File: config.mk
export PLATFORM = sky130hd
export DESIGN_NAME = regfile_write_arbiter
export DESIGN_NICKNAME = d
export VERILOG_FILES = /design/src/rtl/regfile_write_arbiter.sv
export SDC_FILE = /design/constraint.sdc
export NUM_CORES = 1
export LEC_CHECK = 0
export ABC_AREA = 1
export CORE_MARGIN = 8
export CORE_UTILIZATION = 45
export DETAILED_ROUTE_END_ITERATION = 12
export PLACE_DENSITY = 0.82
export SLEW_MARGIN = 20
export SYNTH_ARGS = -nofsm -noshare
export SYNTH_HDL_FRONTEND = slang
export SYNTH_SLANG_ARGS = --single-unit
File: constraint.sdc
create_clock -name Clk -period 2.5 [get_ports Clk]
set_clock_uncertainty 0.15 [all_clocks]
set_input_delay 0.5 -clock Clk [delete_from_list [all_inputs] [get_ports Clk]]
set_output_delay 0.5 -clock Clk [all_outputs]
set_load 0.02 [all_outputs]
File: src/rtl/regfile_write_arbiter.sv
// Write-port arbiter for the register file: two one-entry writeback slots (A = ALU,
// B = load) commit oldest-first, and both read ports bypass pending slot data.
module regfile_write_arbiter #(
    parameter int unsigned WIDTH  = 32,
    parameter int unsigned AWIDTH = 5
) (
    input  logic              Clk,
    input  logic              Reset_n,
    input  logic              AValid,
    output logic              AReady,
    input  logic [AWIDTH-1:0] AAddr,
    input  logic [WIDTH-1:0]  AData,
    input  logic              BValid,
    output logic              BReady,
    input  logic [AWIDTH-1:0] BAddr,
    input  logic [WIDTH-1:0]  BData,
    output logic [AWIDTH-1:0] WriteRegister,
    output logic [WIDTH-1:0]  WriteData,
    output logic              RegWrite,
    input  logic [AWIDTH-1:0] ReadRegister1,
    input  logic [AWIDTH-1:0] ReadRegister2,
    input  logic [WIDTH-1:0]  RfReadData1,
    input  logic [WIDTH-1:0]  RfReadData2,
    output logic [WIDTH-1:0]  ReadData1,
    output logic [WIDTH-1:0]  ReadData2
);

    typedef enum logic [2:0] {
        StIdle,
        StOnlyA,
        StOnlyB,
        StBothAOld,
        StBothBOld
    } arb_state_e;

    logic              full_a_q, full_a_d;
    logic              full_b_q, full_b_d;
    logic [AWIDTH-1:0] addr_a_q, addr_a_d;
    logic [AWIDTH-1:0] addr_b_q, addr_b_d;
    logic [WIDTH-1:0]  data_a_q, data_a_d;
    logic [WIDTH-1:0]  data_b_q, data_b_d;
    logic              older_b_q, older_b_d;

    arb_state_e        state;
    logic              grant_a, grant_b;
    logic              load_a, load_b;

    // Arbiter state is a pure decode of the slot flags and the age bit
    always_comb begin
        state = StIdle;
        if (full_a_q && full_b_q) begin
            state = older_b_q ? StBothBOld : StBothAOld;
        end else if (full_a_q) begin
            state = StOnlyA;
        end else if (full_b_q) begin
            state = StOnlyB;
        end
    end

    // Grant from registered state only; a slot is ready when empty or committing now
    always_comb begin
        grant_a = 1'b0;
        grant_b = 1'b0;
        unique case (state)
            StOnlyA, StBothAOld: grant_a = 1'b1;
            StOnlyB, StBothBOld: grant_b = 1'b1;
            default: ;
        endcase
        AReady = Reset_n & (~full_a_q | grant_a);
        BReady = Reset_n & (~full_b_q | grant_b);
        // Writes to r0 complete the handshake but never occupy a slot
        load_a = AValid & AReady & (AAddr != '0);
        load_b = BValid & BReady & (BAddr != '0);
    end

    // Slot and age next-state
    always_comb begin
        full_a_d  = full_a_q;
        full_b_d  = full_b_q;
        addr_a_d  = addr_a_q;
        addr_b_d  = addr_b_q;
        data_a_d  = data_a_q;
        data_b_d  = data_b_q;
        older_b_d = older_b_q;
        if (grant_a) full_a_d = 1'b0;
        if (grant_b) full_b_d = 1'b0;
        if (load_a) begin
            full_a_d = 1'b1;
            addr_a_d = AAddr;
            data_a_d = AData;
        end
        if (load_b) begin
            full_b_d = 1'b1;
            addr_b_d = BAddr;
            data_b_d = BData;
        end
        // Same-edge loads treat A as older so B's write lands last
        if (load_a && load_b) begin
            older_b_d = 1'b0;
        end else if (load_a && full_b_q && !grant_b) begin
            older_b_d = 1'b1;
        end else if (load_b && full_a_q && !grant_a) begin
            older_b_d = 1'b0;
        end
    end

    // State registers with synchronous active-low reset
    always_ff @(posedge Clk) begin
        if (!Reset_n) begin
            full_a_q  <= 1'b0;
            full_b_q  <= 1'b0;
            addr_a_q  <= '0;
            addr_b_q  <= '0;
            data_a_q  <= '0;
            data_b_q  <= '0;
            older_b_q <= 1'b0;
        end else begin
            full_a_q  <= full_a_d;
            full_b_q  <= full_b_d;
            addr_a_q  <= addr_a_d;
            addr_b_q  <= addr_b_d;
            data_a_q  <= data_a_d;
            data_b_q  <= data_b_d;
            older_b_q <= older_b_d;
        end
    end

    // Write port driven by the granted slot; quiet during reset
    always_comb begin
        RegWrite      = 1'b0;
        WriteRegister = '0;
        WriteData     = '0;
        if (Reset_n && grant_a) begin
            RegWrite      = 1'b1;
            WriteRegister = addr_a_q;
            WriteData     = data_a_q;
        end else if (Reset_n && grant_b) begin
            RegWrite      = 1'b1;
            WriteRegister = addr_b_q;
            WriteData     = data_b_q;
        end
    end

    function automatic logic [WIDTH-1:0] bypass(
        input logic [AWIDTH-1:0] rr,
        input logic [WIDTH-1:0]  rf,
        input logic              fa,
        input logic [AWIDTH-1:0] aa,
        input logic [WIDTH-1:0]  da,
        input logic              fb,
        input logic [AWIDTH-1:0] ab,
        input logic [WIDTH-1:0]  db,
        input logic              ob
    );
        logic hit_a, hit_b;
        hit_a = fa && (aa == rr);
        hit_b = fb && (ab == rr);
        if (rr == '0)             return '0;
        // On a double hit the younger slot holds the newest value
        if (hit_a && hit_b)       return ob ? da : db;
        if (hit_a)                return da;
        if (hit_b)                return db;
        return rf;
    endfunction

    // Read-port bypass of pending writes
    always_comb begin
        ReadData1 = bypass(ReadRegister1, RfReadData1, full_a_q, addr_a_q, data_a_q,
                           full_b_q, addr_b_q, data_b_q, older_b_q);
        ReadData2 = bypass(ReadRegister2, RfReadData2, full_a_q, addr_a_q, data_a_q,
                           full_b_q, addr_b_q, data_b_q, older_b_q);
    end

endmodule

==> results.toml, run 1 <==
[synth]
synth_nets = 1308
postSynthAreaPerCell_um2 = 5.75
yosysUniqueCellTypes = 21
synth_top_area_share = 0.232
ys_ff_latch = 77
synth_area_um2 = 6650
yosysTopAreaCell = "dfxtp_1"
ys_seq_area_frac = 0.232
synth-async-reset-ratio = 0
synthTopCellsByArea = "dfxtp_1, nand3_1, nand2_1, a21oi_1, inv_1"
ys.flop_type = "dfxtp_1"
yosys_warnings = 0
yosysMostFrequentCell = "nand2_1"
synth-edff-count = 0
synth_common_cells = "nand2_1, nand3_1, inv_1"
netlist_instances = 1156

[placement]
dp_slack_ns = -1.01
dp_hpwl_mm = 22.1
portBuffers = 255
placed_cell_area_um2 = 10000
routabilityCongestion = 0.985

[floorplan]
io_pins = 256
rows = 44
die_h_um = 138
start_util = 0.459
die_w_um = 138

[sta]
endpoint_type = "primary output"
worst_endpoint = "ReadData1[24]"

[clock_tree]
cts_buffers = 9
clockBufferDepth = 2
cts.sinks = 77
cts_max_level = 3
clockRootBuffer = "clkbuf_16"

[global_routing]
track_usage = 0.692
grt_max_degree = 47
overflow = 4

[run_status]
flow.stopped_at = "global routing (5_1_grt)"
tool.error = "[ERROR GRT-0232] Routing congestion too high. Check the congestion heatmap in the GUI."
status = "stopped before the end"
timing repair:
item,CTS
buffers inserted,36
endpoints found under the setup margin,102
gates cloned,19
hold buffers,0
gates resized for setup,776
pin swaps,101
metrics by stage:
step / hold slack [ns] / cells
4_1_cts: 0.277 / 1670
3_5_place_dp: 0.333 / 1603
3_3_place_gp: 0.328 / 1603
2_1_floorplan: 0.315 / 1156
cells by family after synthesis:
family / Yosys count / synth area share
AND/OR/NAND/NOR: 473 / 0.315
AO/OA/AOI/OAI: 349 / 0.294
flip-flops: 77 / 0.232
buffers and inverters: 257 / 0.159
layer usage:
metal  overflow  track usage
met1          0        0.689
met2          2        0.846
met3          0        0.597
met4          2        0.603
met5          0        0.266
==> inputs of run 2 (changes only) <==
--- a/config.mk
+++ b/config.mk
@@ -7,9 +7,9 @@
 export LEC_CHECK = 0
 export ABC_AREA = 1
 export CORE_MARGIN = 8
-export CORE_UTILIZATION = 45
+export CORE_UTILIZATION = 35
 export DETAILED_ROUTE_END_ITERATION = 12
-export PLACE_DENSITY = 0.82
+export PLACE_DENSITY_LB_ADDON = 0.15
 export SLEW_MARGIN = 20
 export SYNTH_ARGS = -nofsm -noshare
 export SYNTH_HDL_FRONTEND = slang
==> results.toml, run 2 <==
[sta]
hold_slack_ns = 0.365
setup_viol_count_final = 64
hold_violations = 0
relSlewSlack = 0.523
rsz0062_at_grt = "yes"
min_period_over_period = 1.11
tns_ns = -13.81
finalCriticalPeriod_ns = 2.78
fin_ws_ns = -0.277
max_freq_mhz = 360
report.final.slew_viol_count = 0
tightest_slew_ns = 0.708

[worst_setup_path]
worst-setup-path-type = "reg -> out"
crit_fanout = 6
reg2reg_to = "data_a_q[12]$_SDFFE_PN0P_"
startpoint_type = "flip-flop"
r2r_cells = 11
crit_required_ns = 1.85
r2r_setup_slack_ns = 0.44
crit_arrival_ns = 2.13
startpoint = "addr_a_q[4]$_SDFFE_PN0P_"
r2r-start = "full_b_q$_SDFFE_PN0P_"
endpoint_kind = "output port"

[power_and_ir_drop]
p_total_mw = 4.11
ir_drop_mv = 0.332
powerDensity_nw_per_um2 = 310
leakagePower_nw = 6.26

[floorplan]
rows = 50
start_util = 0.356
core_um2 = 18600
die_h_um = 154
die_area_um2 = 23700
die_w_um = 154
io_pins = 256

[routing]
wl_mm = 39.1
post_drt_via_cell_ratio = 5.82
antenna_left = 0
vias = 10200
post_drt_wl_per_cell_um = 22.3
drt_iter0_drc = 1022
drtPass1Iterations = 6
drc = 0

[synth]
yosysTopAreaCell = "dfxtp_1"
synthTopCellsByArea = "dfxtp_1, nand3_1, nand2_1, a21oi_1, inv_1"
netlist_instances = 1156
synth_area_um2 = 6650
synth_nets = 1308
synth_common_cells = "nand2_1, nand3_1, inv_1"
synth_compound_area_frac = 0.294
post_synth_and_or_nand_nor_area_fraction = 0.315
postSynthAreaPerCell_um2 = 5.75
ys_seq_area_frac = 0.232
synthAdderAreaFrac = 0
yosys_warnings = 0
synthMuxAreaShare = 0
synth-async-reset-ratio = 0
ys_ff_latch = 77
yosysMostFrequentCell = "nand2_1"
yosysUniqueCellTypes = 21
ys.flop_type = "dfxtp_1"
synth_top_family_by_area = "simple AND/OR/NAND/NOR gates"
synth_top_area_share = 0.232
synth-xor-area-share = 0
synth-edff-count = 0

[run_status]
violations = "negative setup slack"
status = "finished with violations"

[global_routing]
grt_pass1_wl_mm = 56.0
grt_pass1_vias = 9984
overflow = 0
track_usage = 0.300
grt_max_degree = 51
antenna_found_initial = 1

[clock_tree]
clockBufferDepth = 2
cts_max_level = 3
cts_buffers = 9
cts_tree = "built"
clockRootBuffer = "clkbuf_16"
clk_pin_slew_ns = 0.06
cts.sinks = 77
clk_latency_ns = 0.35

[hold_path]
whs_path_depth = 2
min_from = "data_a_q[18]$_SDFFE_PN0P_"
hold_path_class = "reg -> reg"
hold_path_end = "data_a_q[18]$_SDFFE_PN0P_"

[placement]
dp_hpwl_mm = 21.6
portBuffers = 255
dp_cells = 1636
dp_slack_ns = -1.02
routabilityCongestion = 0.935

[run]
cap_violations = 0

[layout]
area_growth_pct = 99.6
top_regs = "data_a_q: 32 flops, data_b_q: 32 flops"
n_fill_cell = 1468
layout-drive-gt1-share = 0.389
final_common_cell = "nand2_1"
final_cell_mix = "nand2_1, inv_1, clkdlybuf4s50_1"
fin_cells = 1751
fin_nets = 1664
run 2: cell counts after synthesis:
Identical to the previous run, type by type.
run 2: kinds of logic after synthesis:
group	count (synthesis)
AOI/OAI and AO/OA	349
and+or+nand+nor	473
DFF	77
buffers and inverters	257
run 2: report_power, final:
group          switching [mW]  internal, mW  total, mW
Clock                   0.584         0.695       1.28
Combinational           0.780         0.667       1.45
Sequential             0.0736          1.31       1.38
run 2: worst max path at each step:
stage / end / depth (start not counted)
4_1_cts: ReadData1[14] / 14
5_1_grt: ReadData2[11] / 12
6_report: ReadData1[24] / 14
2_1_floorplan: ReadData1[10] / 9
3_5_place_dp: ReadData2[29] / 10
3_3_place_gp: ReadData2[29] / 10
run 2: layer usage:
layer	routed length [µm]	global-route usage
met4	2050	0.151
met2	18000	0.497
met5	0	0
met1	14600	0.359
met3	4410	0.0706
run 2: layout make-up:
type                            instances  area (µm²)  area share
Multi-Input combinational cell        822        5340       0.403
Timing Repair Buffer                  440        5150       0.388
Sequential cell                        77        1570       0.118
Inverter                              162         648      0.0489
Tap cell                              234         293      0.0221
Clock buffer                           13         250      0.0189
Clock inverter                          2        10.0    0.000755
Antenna cell                            1        2.50    0.000189
run 2: critical path: stages, from the launching register on:
cell	delay (ns)
dfxtp_2	0.33
inv_2	0.07
nand2_2	0.06
nand2_2	0.07
nor2_2	0.06
nand3_4	0.11
buf_6	0.11
clkinvlp_4	0.11
buf_12	0.16
buf_12	0.12
buf_12	0.14
nand3_2	0.06
nand2_2	0.05
a21oi_2	0.16
buf_6	0.14
run 2: repair_timing:
action,4_1_cts,5_1_grt
buffers inserted,66,8
hold buffers,0,0
pin swaps,98,70
gates cloned,36,1
gates resized for setup,696,235
setup endpoints to repair,102,91
run 2: through the flow:
step                      cell area [µm²]  utilization
after floorplan                      6650            -
after global placement               9990        0.536
after detailed placement             9990        0.536
after CTS                           12700        0.679
after global routing                13300        0.712
final                               13300        0.712
No activity file was read; power rests on OpenSTA's default activity.
